--- src/rtl/fsm_link_host.sv ---
// Host-side master for the nibble-serial operate/readback link: streams an operand pair,
// plays a short op_val program, then reassembles the nibble-serial result into one word.
module fsm_link_host #(
  parameter int         N        = 64,
  parameter int         NW       = 4,
  parameter int         PROG_MAX = 8,
  parameter int         TIMEOUT  = 255,
  parameter logic [1:0] IDLE_OP  = 2'b01
) (
  input  logic                           clk,
  input  logic                           rst_n,
  input  logic                           req_valid,
  output logic                           req_ready,
  input  logic [N-1:0]                   req_a,
  input  logic [N-1:0]                   req_b,
  input  logic [2*PROG_MAX-1:0]          req_prog,
  input  logic [$clog2(PROG_MAX+1)-1:0]  req_prog_len,
  output logic                           resp_valid,
  output logic [N-1:0]                   resp_result,
  output logic                           resp_error,
  output logic                           busy,
  output logic                           link_start,
  output logic                           link_input_enable,
  output logic [NW-1:0]                  link_a,
  output logic [NW-1:0]                  link_b,
  output logic [1:0]                     link_op_val,
  input  logic [NW-1:0]                  link_out,
  input  logic                           link_output_valid
);

  localparam int K  = N / NW;
  localparam int CW = (K > 1) ? $clog2(K) : 1;
  localparam int LW = $clog2(PROG_MAX + 1);
  localparam int PW = (PROG_MAX > 1) ? $clog2(PROG_MAX) : 1;
  localparam int TW = $clog2(TIMEOUT + 1);

  typedef enum logic [2:0] {
    IDLE  = 3'd0,
    START = 3'd1,
    SEND  = 3'd2,
    PROG  = 3'd3,
    WAIT  = 3'd4,
    RECV  = 3'd5,
    DONE  = 3'd6
  } state_t;

  state_t                state_reg;
  logic [N-1:0]          a_reg;
  logic [N-1:0]          b_reg;
  logic [2*PROG_MAX-1:0] prog_reg;
  logic [LW-1:0]         len_reg;
  logic [N-1:0]          result_reg;
  logic [CW-1:0]         cnt_reg;
  logic [PW-1:0]         pidx_reg;
  logic [TW-1:0]         timer_reg;

  logic [NW-1:0]         a_nib    [K];
  logic [NW-1:0]         b_nib    [K];
  logic [1:0]            prog_code [PROG_MAX];
  logic [N-1:0]          result_ins;
  logic [CW-1:0]         cnt_next;
  logic [PW-1:0]         pidx_next;
  logic [LW-1:0]         len_clamped;
  logic                  prog_last;

  // Nibble views of the latched operands, and the result word with link_out merged at cnt
  genvar gi;
  generate
    for (gi = 0; gi < K; gi++) begin : g_nib
      assign a_nib[gi] = a_reg[gi*NW +: NW];
      assign b_nib[gi] = b_reg[gi*NW +: NW];
      assign result_ins[gi*NW +: NW] = (cnt_reg == CW'(gi)) ? link_out : result_reg[gi*NW +: NW];
    end
    for (gi = 0; gi < PROG_MAX; gi++) begin : g_prog
      assign prog_code[gi] = prog_reg[2*gi +: 2];
    end
  endgenerate

  assign cnt_next    = cnt_reg + CW'(1);
  assign pidx_next   = pidx_reg + PW'(1);
  assign len_clamped = (req_prog_len > LW'(PROG_MAX)) ? LW'(PROG_MAX) : req_prog_len;
  assign prog_last   = (LW'(pidx_reg) == (len_reg - LW'(1)));

  assign req_ready = (state_reg == IDLE);
  assign busy      = ~req_ready;

  // Link outputs are updated on the transition into each state so they line up with it
  always_ff @(posedge clk or negedge rst_n) begin
    if (!rst_n) begin
      state_reg         <= IDLE;
      a_reg             <= '0;
      b_reg             <= '0;
      prog_reg          <= '0;
      len_reg           <= '0;
      result_reg        <= '0;
      cnt_reg           <= '0;
      pidx_reg          <= '0;
      timer_reg         <= '0;
      link_start        <= 1'b0;
      link_input_enable <= 1'b0;
      link_a            <= '0;
      link_b            <= '0;
      link_op_val       <= IDLE_OP;
      resp_valid        <= 1'b0;
      resp_result       <= '0;
      resp_error        <= 1'b0;
    end else begin
      resp_valid <= 1'b0;
      case (state_reg)
        IDLE: begin
          if (req_valid) begin
            a_reg      <= req_a;
            b_reg      <= req_b;
            prog_reg   <= req_prog;
            len_reg    <= len_clamped;
            result_reg <= '0;
            link_start <= 1'b1;
            state_reg  <= START;
          end
        end

        START: begin
          link_start        <= 1'b0;
          link_input_enable <= 1'b1;
          link_a            <= a_nib[0];
          link_b            <= b_nib[0];
          cnt_reg           <= '0;
          state_reg         <= SEND;
        end

        SEND: begin
          if (cnt_reg == CW'(K-1)) begin
            link_input_enable <= 1'b0;
            link_a            <= '0;
            link_b            <= '0;
            pidx_reg          <= '0;
            timer_reg         <= '0;
            if (len_reg != '0) begin
              link_op_val <= prog_code[0];
              state_reg   <= PROG;
            end else begin
              state_reg   <= WAIT;
            end
          end else begin
            link_a  <= a_nib[cnt_next];
            link_b  <= b_nib[cnt_next];
            cnt_reg <= cnt_next;
          end
        end

        PROG: begin
          if (link_output_valid) begin
            // Early readback: the rest of the program is abandoned
            result_reg  <= {{(N-NW){1'b0}}, link_out};
            cnt_reg     <= CW'(1);
            link_op_val <= IDLE_OP;
            state_reg   <= RECV;
          end else if (prog_last) begin
            link_op_val <= IDLE_OP;
            state_reg   <= WAIT;
          end else begin
            link_op_val <= prog_code[pidx_next];
            pidx_reg    <= pidx_next;
          end
        end

        WAIT: begin
          if (link_output_valid) begin
            result_reg <= {{(N-NW){1'b0}}, link_out};
            cnt_reg    <= CW'(1);
            state_reg  <= RECV;
          end else if (timer_reg == TW'(TIMEOUT-1)) begin
            resp_valid  <= 1'b1;
            resp_result <= result_reg;
            resp_error  <= 1'b1;
            state_reg   <= DONE;
          end else begin
            timer_reg <= timer_reg + TW'(1);
          end
        end

        RECV: begin
          if (link_output_valid) begin
            result_reg <= result_ins;
            if (cnt_reg == CW'(K-1)) begin
              resp_valid  <= 1'b1;
              resp_result <= result_ins;
              resp_error  <= 1'b0;
              state_reg   <= DONE;
            end else begin
              cnt_reg <= cnt_next;
            end
          end else begin
            // Short readback: keep the nibbles collected so far, upper ones stay zero
            resp_valid  <= 1'b1;
            resp_result <= result_reg;
            resp_error  <= 1'b1;
            state_reg   <= DONE;
          end
        end

        DONE: begin
          state_reg <= IDLE;
        end

        default: begin
          state_reg <= IDLE;
        end
      endcase
    end
  end

endmodule
--- config.mk ---
export PLATFORM = sky130hd
export DESIGN_NAME = fsm_link_host
export DESIGN_NICKNAME = d
export VERILOG_FILES = /design/src/rtl/fsm_link_host.sv
export SDC_FILE = /design/constraint.sdc
export NUM_CORES = 1
export LEC_CHECK = 0
export ABC_CLOCK_PERIOD_IN_PS = 4500
export BUFFER_PORTS_ARGS = -buffer_cell sky130_fd_sc_hd__buf_2
export CORE_UTILIZATION = 35
export CTS_BUF_LIST = sky130_fd_sc_hd__clkbuf_4 sky130_fd_sc_hd__clkbuf_8
export DETAILED_ROUTE_END_ITERATION = 8
export PLACE_DENSITY = 0.59
export SYNTH_ARGS = -nofsm -noshare
export SYNTH_HDL_FRONTEND = slang
export SYNTH_SLANG_ARGS = --single-unit
--- constraint.sdc ---
create_clock -name clk -period 4.5 [get_ports clk]
set_input_delay 0 -clock clk [delete_from_list [all_inputs] [get_ports clk]]
set_output_delay 0 -clock clk [all_outputs]
set_load 0.05 [all_outputs]
==> results.toml <==
[die]
dieArea_um2 = 40860
initial_core_util_pct = 35.86
coreArea_um2 = 39100
die-height_um = 202.1
row_count = 72
io_pins = 236
die_x_um = 202.1

[global_routing]
grt_antenna_before_repair = 1
grt_use_total_pct = 19.26
grt_pass1_wl_um = 61820
grt_pass1_vias = 11076
grt_overflow = 0
grt_max_degree = 169

[yosys]
synth-seq-area-share_pct = 54.99
yosys_warnings = 0
synth_ff_type = "dfrtp_1"
syn_area_um2 = 14020
synthCells = 1135
synthesis.nets = 1300
async_flop_share_pct = 100.0
ys_types = 63
ys_ff_latch = 308
synth_edf_count = 0
syn_area_per_cell_um2 = 12.35

[cts]
cts-root-buf = "clkbuf_8"
cts.sinks = 308
ctsResizeCount = 0
worstSkewPairLatency_ns = 0.61
cts_tree = "built"
cts_buffer_depth = 3
path_clk_slew_ns = 0.06
numCtsBuffers = 52
htreeDepth = 2

[sta]
post-route-period-util_pct = 69.17
tns_ns = 0
max-slew-margin-rel_pct = 29.24
fmax_mhz = 321.3
fin_skew_ns = 0.02494
final_max_slew_viol_count = 0
hold_violations = 0
grt_setup_unrepaired = "false"
worst_pin_slew_ns = 1.061
fin_crit_ns = 3.113
fin_ws_ns = 1.387
setup_violations = 0

[drt]
drtAntennaViolNets = 0
via_per_inst = 5.012
drt_iter0_markers = 576
wirelength_um = 38220
first_pass_iters = 6
drc = 0
routedWlPerCell_um = 18.43
vias = 10389

[run_status]
status = "completed"

[final_layout]
final_common_cell = "dfrtp_1"
final_cell_mix = "306 x dfrtp_1, 234 x buf_2, 158 x dlygate4sd3_1"
drive_gt1_share_pct = 35.78
final_nets = 1683
areaGrowthSynthToFinish_pct = 31.27

[setup_path]
critPathMaxFanout = 60
cp.required_ns = 4.94
slowest_stage = "dfrtp_1"
crit_chain = "and3b_1, a41oi_1, a2bb2oi_4, buf_4, o21ai_0"
rrSetupSlack_ns = 1.39
critPathTopFamily = "compound AO/OA/AOI/OAI gates"
slowest_delay_ns = 0.66
cp-end-kind = "register"
crit_type = "reg2reg"
setup.worst_path.start_class = "register"
critical_path_buf_inv_count = 1
cp_data_arrival_time_ns = 3.55

[pwr]
power.density_nw_per_um2 = 588.8
leakagePower_nw = 8.337
ir_drop_mv = 0.3299

[worst_hold_path]
min_path_type = "in2reg"

[placed_design]
io_buffers = 235
place.gp.congestion = 0.7853
pre_cts_ws_ns = 1.343
dp_hpwl_um = 24680

[job]
maxCapViolCount = 0
## layout make-up
| class | count | area (um^2) |
|---|---|---|
| Sequential cell | 308 | 7710 |
| Clock inverter | 7 | 160.2 |
| Fill cell | 3573 | 20700 |
| Inverter | 15 | 56.30 |
| Antenna cell | 1 | 2.502 |
| Timing Repair Buffer | 402 | 2880 |
| Multi-Input combinational cell | 739 | 5914 |
| Tap cell | 518 | 648.1 |
| Clock buffer | 83 | 1030 |
## synth_stat cells (all sizes together), types with 2 or more instances
cell type  number  area (um^2)
and2            8        50.05
a32o            2        20.02
nor2b           5        31.28
a31oi           2        12.51
clkbuf         27        102.6
xor2            6        52.55
o21ai          88        440.4
nand3b          4        30.03
nand3          16        85.08
and3            5        31.28
xnor2           6        52.55
o2bb2ai        15        131.4
mux2i          47        470.5
a22o           28        245.2
mux2          154         1734
nor3b           2        15.01
a21oi          43        215.2
a211oi          3        22.52
nor2           53        221.5
nand4           2        12.51
o31ai           6        45.04
a21o           20        150.1
nand2         143        569.3
or3             4        30.03
a41oi           2        17.52
dfrtp         307         7682
a222oi          8        80.08
buf            46        275.3
mux4           36        810.8
inv            15        56.31
o22ai           3        18.77
ha              9        112.6
## worst reg2reg max path, stage by stage (launching register included)
cell       delay, ns
dfrtp_1         0.66
and3b_1         0.59
a41oi_1         0.49
a2bb2oi_4       0.46
buf_4           0.53
o21ai_0         0.22
## power breakdown
part / internal [mW] / switching (mW) / total (mW)
Combinational: 1.83 / 1.96 / 3.79
Sequential: 3.62 / 0.554 / 4.17
Clock: 1.73 / 1.15 / 2.88
Total: 7.17 / 3.67 / 10.8
## timing repair
action | 4_1_cts | 5_1_grt
buffers inserted | 0 | 0
endpoints found under the setup margin | 0 | 0
endpoints found under the hold margin | 323 | 0
hold buffers | 159 | 0
## metal layers
metal / vias to the layer above / track usage (%) / part of all wire, %
li1: 4884 / - / -
met1: 5146 / 24.56 / 43
met2: 292 / 31.63 / 48
met3: 67 / 5.031 / 6.3
met4: 0 / 6.740 / 2.2
met5: - / 0 / 0
## path summary, 6_finish.rpt
| path | from | to | depth (start not counted) |
|---|---|---|---|
| min reg2reg | resp_result[31] | resp_result[31] | 2 |
| max in group asynchronous | rst_n | b_reg[14] | 4 |
| max | state_reg[0] | resp_result[3] | 5 |
| min in group asynchronous | rst_n | a_reg[1] | 3 |
| min | req_b[34] | b_reg[34] | 3 |
| max reg2reg | state_reg[0] | resp_result[3] | 5 |
## stage by stage
step	hold slack, ns	cell area, um^2	util (%)	power, mW	std cells
floorplan	-0.2956	14020	-	6.926	1135
global placement	0.02595	15600	39.90	7.811	1823
detailed placement	0.03116	15600	39.90	7.905	1823
CTS	0.09292	18400	47.06	10.92	2072
global route	0.1282	18400	47.06	11.50	2072
finish	0.1527	18400	47.07	10.83	2073
## cells by family after synthesis
| logic type | share of synthesized area [%] |
|---|---|
| AOI/OAI and AO/OA | 10.71 |
| buffers and inverters | 3.097 |
| muxes | 21.51 |
| xor gates and xnor gates | 0.7497 |
| adders and majority gates | 0.8033 |
| and+or+nand+nor | 8.140 |
| DFF | 54.99 |
Power figures use the tool's default switching activity.
